===== src/rtl/pps_holdover_ctrl.sv =====
// pps_holdover_ctrl: qualifies the receiver 1PPS, locks, and free-runs on loss.
// Optional macro PPS_HOLDOVER_CTRL_IRQ_EN enables the irq_state change pulse.
module pps_holdover_ctrl #(
    parameter int unsigned C_CLOCK_FREQUENCY = 125000000,
    parameter int unsigned C_TOLERANCE       = 1000,
    parameter int unsigned C_LOCK_COUNT      = 3,
    parameter int unsigned C_HOLDOVER_MAX    = 60
) (
    input  logic        clk,
    input  logic        rst,
    input  logic        pps_in,
    output logic        pps_out,
    output logic        pps_valid,
    output logic [1:0]  state,
    output logic [31:0] phase_err,
    output logic        irq_state
);

    typedef enum logic [1:0] {
        ST_SEARCH   = 2'd0,
        ST_LOCKED   = 2'd1,
        ST_HOLDOVER = 2'd2
    } st_t;

    localparam logic [31:0] N   = 32'(C_CLOCK_FREQUENCY);
    localparam logic [31:0] TOL = 32'(C_TOLERANCE);

    // Earliest loc+1 at which a pulse is accepted while locked.
    localparam logic [31:0] LK_LO = N - TOL;
    // Last loc value still waiting for a real pulse while locked.
    localparam logic [31:0] LK_TO = N + TOL - 32'd1;
    // Holdover: window around the synthetic edge that re-locks.
    localparam logic [31:0] HO_LO = N - 32'd1 - TOL;
    localparam logic [31:0] HO_EG = N - 32'd1;

    // Search acceptance window on the pulse spacing D.
    localparam logic [32:0] D_LO = {1'b0, N - TOL};
    localparam logic [32:0] D_HI = {1'b0, N} + {1'b0, TOL};

    localparam logic [3:0]  LK_CNT = 4'(C_LOCK_COUNT);
    localparam logic [16:0] HO_MAX = 17'(C_HOLDOVER_MAX);

    st_t         state_q;
    st_t         state_d;
    logic [31:0] loc_q;
    logic [31:0] loc_d;
    logic [31:0] iv_q;
    logic [31:0] iv_d;
    logic        first_q;
    logic        first_d;
    logic [3:0]  good_q;
    logic [3:0]  good_d;
    logic [15:0] ho_q;
    logic [15:0] ho_d;

    logic        edge_ev;
    logic        ph_ld;
    logic [31:0] ph_val;

    logic        pps_d;
    logic        valid_d;
    logic [31:0] phase_d;

    logic [32:0] d_span;
    logic        d_good;
    logic [3:0]  good_inc;
    logic [16:0] ho_inc;
    logic [31:0] loc_inc;

    assign d_span   = {1'b0, iv_q} + 33'd1;
    assign d_good   = (d_span >= D_LO) && (d_span <= D_HI);
    assign good_inc = good_q + 4'd1;
    assign ho_inc   = {1'b0, ho_q} + 17'd1;
    assign loc_inc  = loc_q + 32'd1;

    // State register.
    always_ff @(posedge clk or posedge rst) begin
        if (rst) begin
            state_q <= ST_SEARCH;
        end else begin
            state_q <= state_d;
        end
    end

    // Next-state and counter update decisions.
    always_comb begin
        state_d = state_q;
        edge_ev = 1'b0;
        ph_ld   = 1'b0;
        ph_val  = 32'd0;
        loc_d   = loc_inc;
        iv_d    = (iv_q == 32'hFFFF_FFFF) ? iv_q : iv_q + 32'd1;
        first_d = first_q;
        good_d  = good_q;
        ho_d    = ho_q;
        unique case (state_q)
            ST_SEARCH: begin
                loc_d = 32'd0;
                if (pps_in) begin
                    iv_d    = 32'd0;
                    first_d = 1'b1;
                    if (first_q) begin
                        if (!d_good) begin
                            good_d = 4'd0;
                        end else if (good_inc >= LK_CNT) begin
                            // Locking pulse defines the first second.
                            state_d = ST_LOCKED;
                            edge_ev = 1'b1;
                            good_d  = 4'd0;
                            loc_d   = 32'd0;
                            ph_ld   = 1'b1;
                            ph_val  = d_span[31:0] - N;
                        end else begin
                            good_d = good_inc;
                        end
                    end
                end
            end
            ST_LOCKED: begin
                if (pps_in && (loc_inc >= LK_LO)) begin
                    edge_ev = 1'b1;
                    loc_d   = 32'd0;
                    ph_ld   = 1'b1;
                    ph_val  = loc_inc - N;
                end else if (loc_q == LK_TO) begin
                    // Late edge; loc restarts at TOL so later
                    // synthetic edges stay N after the last real one.
                    edge_ev = 1'b1;
                    loc_d   = TOL;
                    ho_d    = 16'd1;
                    if (HO_MAX <= 17'd1) begin
                        state_d = ST_SEARCH;
                        good_d  = 4'd0;
                        first_d = 1'b0;
                    end else begin
                        state_d = ST_HOLDOVER;
                    end
                end
            end
            ST_HOLDOVER: begin
                if (pps_in && (loc_q >= HO_LO)) begin
                    state_d = ST_LOCKED;
                    edge_ev = 1'b1;
                    loc_d   = 32'd0;
                    ph_ld   = 1'b1;
                    ph_val  = loc_inc - N;
                end else if (pps_in && (loc_q < TOL)) begin
                    // Pulse just after a synthetic edge: the second
                    // was already emitted, only realign.
                    state_d = ST_LOCKED;
                    loc_d   = 32'd0;
                    ph_ld   = 1'b1;
                    ph_val  = loc_inc;
                end else if (loc_q == HO_EG) begin
                    edge_ev = 1'b1;
                    loc_d   = 32'd0;
                    ho_d    = ho_inc[15:0];
                    if (ho_inc >= HO_MAX) begin
                        state_d = ST_SEARCH;
                        good_d  = 4'd0;
                        first_d = 1'b0;
                    end
                end
            end
            default: begin
                state_d = ST_SEARCH;
                good_d  = 4'd0;
                first_d = 1'b0;
                loc_d   = 32'd0;
            end
        endcase
    end

    // Next values of the registered outputs.
    always_comb begin
        pps_d   = edge_ev;
        valid_d = (state_d == ST_LOCKED) || (state_d == ST_HOLDOVER);
        phase_d = ph_ld ? ph_val : phase_err;
    end

    // Interval, phase and qualification counters.
    always_ff @(posedge clk or posedge rst) begin
        if (rst) begin
            loc_q   <= 32'd0;
            iv_q    <= 32'd0;
            first_q <= 1'b0;
            good_q  <= 4'd0;
            ho_q    <= 16'd0;
        end else begin
            loc_q   <= loc_d;
            iv_q    <= iv_d;
            first_q <= first_d;
            good_q  <= good_d;
            ho_q    <= ho_d;
        end
    end

    // Output registers.
    always_ff @(posedge clk or posedge rst) begin
        if (rst) begin
            pps_out   <= 1'b0;
            pps_valid <= 1'b0;
            phase_err <= 32'd0;
        end else begin
            pps_out   <= pps_d;
            pps_valid <= valid_d;
            phase_err <= phase_d;
        end
    end

    assign state = state_q;

`ifdef PPS_HOLDOVER_CTRL_IRQ_EN
    logic irq_d;

    assign irq_d = (state_d != state_q);

    // One-cycle pulse on every state change.
    always_ff @(posedge clk or posedge rst) begin
        if (rst) begin
            irq_state <= 1'b0;
        end else begin
            irq_state <= irq_d;
        end
    end
`else
    assign irq_state = 1'b0;
`endif

endmodule


===== config.mk =====
export PLATFORM = sky130hd
export DESIGN_NAME = pps_holdover_ctrl
export DESIGN_NICKNAME = d
export VERILOG_FILES = /design/src/rtl/pps_holdover_ctrl.sv
export SDC_FILE = /design/constraint.sdc
export NUM_CORES = 1
export LEC_CHECK = 0
export ABC_CLOCK_PERIOD_IN_PS = 5700
export CORE_AREA = 2 2 118 131
export CTS_BUF_LIST = sky130_fd_sc_hd__clkbuf_8 sky130_fd_sc_hd__clkbuf_16
export CTS_CLUSTER_DIAMETER = 100
export DETAILED_ROUTE_END_ITERATION = 10
export DIE_AREA = 0 0 120 133
export GPL_ROUTABILITY_DRIVEN = 0
export PLACE_DENSITY = 0.88
export SYNTH_ARGS = -nofsm -noshare
export SYNTH_HDL_FRONTEND = slang
export SYNTH_SLANG_ARGS = --single-unit

===== constraint.sdc =====
create_clock -name clk -period 5.7 [get_ports clk]
set_input_delay 1.14 -clock clk [delete_from_list [all_inputs] [get_ports clk]]
set_output_delay 1.14 -clock clk [all_outputs]
set_load 0.1 [all_outputs]

# ---- Yosys cells after proc, flatten, opt, wreduce, memory -nomap -nowiden
# Cells that the tools add are included.
dict set report totals {
  register_bits 121
  input_bits 3
  word_cells 112
}
dict set report op_classes {
  n_reduce_logical 10
  add_sub_neg 7
  mux 63
  n_bitwise 1
  n_eq_ne 15
  n_lt_le_gt_ge 7
}
# operator n
set ops {}
lappend ops {{$mux 32} 15}
lappend ops {{$pmux 32 s3} 1}
lappend ops {{$mux 16} 5}
lappend ops {{$add 32x1->32 const B} 2}
lappend ops {{$eq 32x27->1 const B} 2}
lappend ops {{$ge 32x27->1 const B} 2}
lappend ops {{$pmux 32 s2} 1}
lappend ops {{$sub 32x27->32 const B} 2}
lappend ops {{$add 32x1->33 const B} 1}
lappend ops {{$ge 33x27->1 const B} 1}
lappend ops {{$le 33x27->1 const B} 1}
lappend ops {{$eq 32x32->1 const B} 1}
lappend ops {{$lt 32x10->1 const B} 1}
lappend ops {{$mux 4} 8}
lappend ops {{$pmux 16 s2} 1}
lappend ops {{$mux 2} 10}
lappend ops {{$add 16x1->17 const B} 1}
lappend ops {{$ge 17x6->1 const B} 1}
lappend ops {{$mux 1} 17}
lappend ops {{$ne 2x2->1 const B} 8}
lappend ops {{$pmux 4 s3} 1}
lappend ops {{$reduce_and 6->1} 2}
lappend ops {{$pmux 1 s3} 3}
lappend ops {{$reduce_and 7->1} 1}
lappend ops {{other kinds (10)} 15}

# ---- Logic depth before layout (Yosys ltp)
dict set report depth {
  ltp_word 9
  mapped_depth 19
  mapped_depth_nobuf 16
}

# ---- Worst setup path after synthesis
# OpenSTA, ideal clock, no wires.
dict set report synth_timing {
  path_kind {reg-to-reg}
  start {register loc_q[4]}
  end {register phase_err[0]}
  synth_period_minus_slack_ps 3571
  setup_slack_ps 2129
  stages_incl_launch_ff 19
  required_ps 5563
  n_path_buf 5
  t_arrival_ps 3434
  setup_time_ps 137
  cell_sequence {dfrtp_1 -> buf_4 -> nand4_4 -> clkbuf_1 -> nor2_1 -> xnor2_1 -> ha_1 -> nand2_1 -> nor4_1 -> nor3_1 -> a311oi_1 -> o31ai_1 -> a2111o_1 -> and3_1 -> buf_6 -> a21oi_2 -> buf_6 -> buf_2 -> o22ai_1}
}
dict set report synth_via {
  elab_chain_cells 5
  word_cells_on_any_way 15
  classes_between {1 x add/sub; 3 x order compare; 8 x mux; 3 x reduce/logical}
}
# element line
set synth_lines {}
lappend synth_lines {{start, declared} 45} ;# logic [31:0] loc_q;
lappend synth_lines {{start signal, assigned} 190} ;# loc_q <= loc_d;
lappend synth_lines {{$add 32x1->32 / $lt 32x10->1 (equally long branches)} {74, 147}}
lappend synth_lines {{$ge 32x27->1 / $logic_and 1x1->1 (equally long branches)} {120, 147}}
lappend synth_lines {{$logic_and 1x1->1 (tied with other cells)} 120} ;# if (pps_in && (loc_inc >= LK_LO)) begin
lappend synth_lines {{$mux 32 (tied with other cells)} 120}
lappend synth_lines {{$pmux 32 s3 / $pmux 1 s3 (equally long branches)} 96} ;# unique case (state_q)
lappend synth_lines {{end signal, assigned} 207} ;# phase_err <= phase_d;
lappend synth_lines {{end, declared} 15} ;# output logic [31:0] phase_err,
# Parallel ways exist; a longest one is shown, timed or not.
# A chain may end at the register's enable or synchronous reset.

# ---- Final worst setup path
dict set report layout_timing {
  start {register loc_q[0]}
  end {register phase_err[28]}
}
# The elaborated chain is that of the path after synthesis.

==> flow_summary.json <==
{
  "synth-edff-count": 0,
  "drv_cap": 0,
  "num-fill-cells": 1153,
  "skew_ns": 0.00949,
  "grt_pass1_vias": 8271,
  "die_w_um": 120,
  "total_leakage_power_nw": 3.74,
  "status": "finished clean",
  "initial_core_util_pct": 60.3,
  "cts_setup_buffers": 0,
  "whs_path_depth": 1,
  "min_to": "ho_q[5]",
  "seqCellArea_sq_mm": 0.00303,
  "max_freq_mhz": 209,
  "synth_top_cell_area_share_pct": 34.0,
  "ys.flop_type": "dfrtp_1",
  "firstDrtPassIters": 6,
  "ff2ff_path_depth": 16,
  "p_switching_w": 0.000417,
  "tns_ns": 0,
  "drt_iter0_markers": 1035,
  "synth_cell_type_count": 89,
  "r2r_slack_ns": 0.92,
  "dr_total_vias": 8779,
  "drive_gt1_share_pct": 6.12,
  "n_antenna_cell": 0,
  "antenna_found_initial": 0,
  "syn2layout_area_growth_pct": 10.5,
  "slew_viol_final": 0,
  "fin_nets": 1101,
  "cp-startpoint": "loc_q[0]",
  "clockBufferDepth": 2,
  "rsz0062_at_grt": "no",
  "ys_ff_latch": 121,
  "portBuffers": 38,
  "swShare_pct": 20.4,
  "grt_max_degree": 50,
  "cts_root_buf": "clkbuf_16",
  "start_kind": "register",
  "p_per_area_mw_per_mm2": 208,
  "fp.coreArea_sq_mm": 0.0148,
  "p_int_w": 0.00162,
  "htreeDepth": 4,
  "setup_viol": 0,
  "critPathMaxFanout": 49,
  "wl_per_cell_um": 19.1,
  "finalCritPeriodShare_pct": 83.8,
  "die_h_um": 133,
  "via_per_inst": 6.81,
  "syn-instance-count": 1091,
  "dp_slack_ns": 1.06,
  "min_from": "ho_q[5]",
  "die-area_sq_mm": 0.0160,
  "globalRouteTotalUtil_pct": 31.2,
  "worstSkewPairLatency_ns": 0.43,
  "holdBufCountCts": 0,
  "netlist_area_sq_mm": 0.00890,
  "num_rows": 47,
  "hpwl_um": 17000,
  "reg2reg_from": "loc_q[0]",
  "required_ns": 6.04,
  "crit_type": "reg2reg",
  "tightestPinTransition_ns": 1.07,
  "routed_wl_um": 24700,
  "cts-buffers-inserted": 17,
  "end_kind": "register",
  "cp.arrival_ns": 5.12,
  "io-pin-count": 40,
  "cts_tree": "yes",
  "power.share.clock_pct": 55.5,
  "antenna_left": 0,
  "yosysWarnings": 0,
  "syn_nets": 1110,
  "min_period_ns": 4.78,
  "p_seq_share_pct": 42.4,
  "cts.clk_slew.worst_paths_ns": 0.05,
  "ir_worst_vdd_v": 0.000182,
  "hold_path.class": "reg2reg",
  "async_flop_share_pct": 100,
  "max_slew_margin_pct": 28.4,
  "gr-total-overflow": 0,
  "syn_avg_cell_area_sq_um": 8.16,
  "combPwrFrac_pct": 2.0,
  "grt_pass1_wl_um": 40500,
  "synth_top_area_cell": "dfrtp_1",
  "synth-seq-area-share_pct": 34.0,
  "ys_top_cells_by_area": "dfrtp_1 (34%), xnor2_1 (5.4%), nor2_1 (4.9%)",
  "finalHoldViolations": 0,
  "post_cts_resized": 0,
  "reg2reg_to": "phase_err[28]",
  "fin_ws_ns": 0.924,
  "route.detailed.drc": 0,
  "cts.sinks": 121,
  "multi_input_area_sq_mm": 0.00538
}
registers in the layout (all words and copies together) (netlist names):
name,count
first_q,1
ho_q,16
pps_out,1
phase_err,32
loc_q,32
state,2
good_q,4
iv_q,32
pps_valid,1
routing by layer:
layer / routed length, um / global-route usage (%)
met5: 0 / 0
met4: 978 / 14.2
met3: 2330 / 7.20
met2: 11800 / 50.3
met1: 9590 / 39.8
stage by stage:
| stage | cells | hold WS [ns] | utilization, % | total power (W) | area [sq um] |
|---|---|---|---|---|---|
| finish | 1290 | 0.472 | 66.6 | 0.00204 | 9830 |
| global route | 1290 | 0.517 | 66.6 | 0.00210 | 9830 |
| CTS | 1290 | 0.473 | 66.6 | 0.00205 | 9830 |
| detailed placement | 1259 | 0.466 | 62.4 | 0.000923 | 9210 |
| global placement | 1259 | 0.463 | 62.4 | 0.000923 | 9210 |
| floorplan | 1091 | 0.451 | - | 0.000910 | 8900 |
cell families (layout without fill, tap and decap cells):
logic type	Yosys count	count (layout)	synth area share (%)
AOI/OAI and AO/OA	273	273	20.1
xor gates and xnor gates	85	85	8.36
adders and majority gates	16	16	2.25
buffers and inverters	108	111	5.68
DFF	121	121	34.0
muxes	7	7	0.801
other	1	1	0.0421
and+or+nand+nor	480	480	28.7
layout make-up:
type                    count  share of cell area, %
flip-flops and latches    121                   30.8
repair buffers             44                   4.33
clock inverters            11                   1.56
clock buffers              20                   4.75
well taps                 196                   2.49
inverters                  36                   1.40
multi-input cells         862                   54.7
worst max-delay path, stage by stage (launching register included):
cell and delay [ns]:
dfrtp_1 0.43, ha_1 0.45, inv_1 0.18, nor2_1 0.28, xnor2_1 0.27, ha_1 0.30
nand2_1 0.08, nor4_1 0.21, nor3_1 0.09, a311oi_1 0.28, o31ai_1 0.15, a2111o_1 0.49
and3_1 0.39, a21oi_4 0.33, buf_4 0.47, nor2_1 0.09, a31oi_1 0.17
Yosys cell counts (4+ instances only):
library cell	instances
dfrtp_1	121
nor2_1	117
nand2_1	96
a21oi_1	75
xnor2_1	55
nand3_1	50
o21ai_0	49
nand4_1	36
inv_1	35
clkbuf_1	30
xor2_1	30
nor3_1	27
a31oi_1	25
buf_2	25
and3_1	23
nor4_1	23
and2_1	16
ha_1	16
or3_1	15
nand2b_1	12
o31ai_1	11
buf_4	10
o22ai_1	10
nor2b_1	9
o21ai_1	9
or4_1	9
and4_1	8
o211ai_1	8
a21boi_0	6
mux2i_1	6
a22oi_1	5
a32oi_1	5
nand3b_1	5
nand4b_1	5
o21a_1	5
or2_2	5
a211oi_1	4
a21o_1	4
a221oi_1	4
a22o_1	4
buf_6	4
nor3b_1	4
o2111ai_1	4
o311ai_0	4
o31a_1	4
worst max-delay path by stage:
stage / depth (start not counted) / endpoint / slack, ns
after global placement: 16 / phase_err[18] / 1.21
after CTS: 16 / phase_err[16] / 1.03
after floorplan: 1 / first_q / 1.35
after detailed placement: 16 / phase_err[16] / 1.06
after global routing: 10 / ho_q[14] / 0.53
final: 16 / phase_err[28] / 0.92
power groups by stage:
stage | registers, W | clock network, W | logic, W
final | 0.000867 | 0.00113 | 0.0000418
after global routing | 0.000866 | 0.00119 | 0.0000473
after CTS | 0.000866 | 0.00114 | 0.0000427
after detailed placement | 0.000881 | 0 | 0.0000423
after global placement | 0.000881 | 0 | 0.0000419
after floorplan | 0.000877 | 0 | 0.0000329
cells in the final DEF (no fill, tap or decap), drive strengths merged, types with 23 or more instances in the layout:
| master | n |
|---|---|
| xnor2 | 55 |
| nor3 | 30 |
| nand2 | 98 |
| nand3 | 50 |
| a21oi | 76 |
| nor2 | 118 |
| inv | 39 |
| xor2 | 30 |
| a31oi | 26 |
| nand4 | 38 |
| nor4 | 28 |
| clkdlybuf4s50 | 38 |
| dfrtp | 121 |
| o21ai | 58 |
| and3 | 23 |
Note: power is estimated with default switching activity, not from simulation.
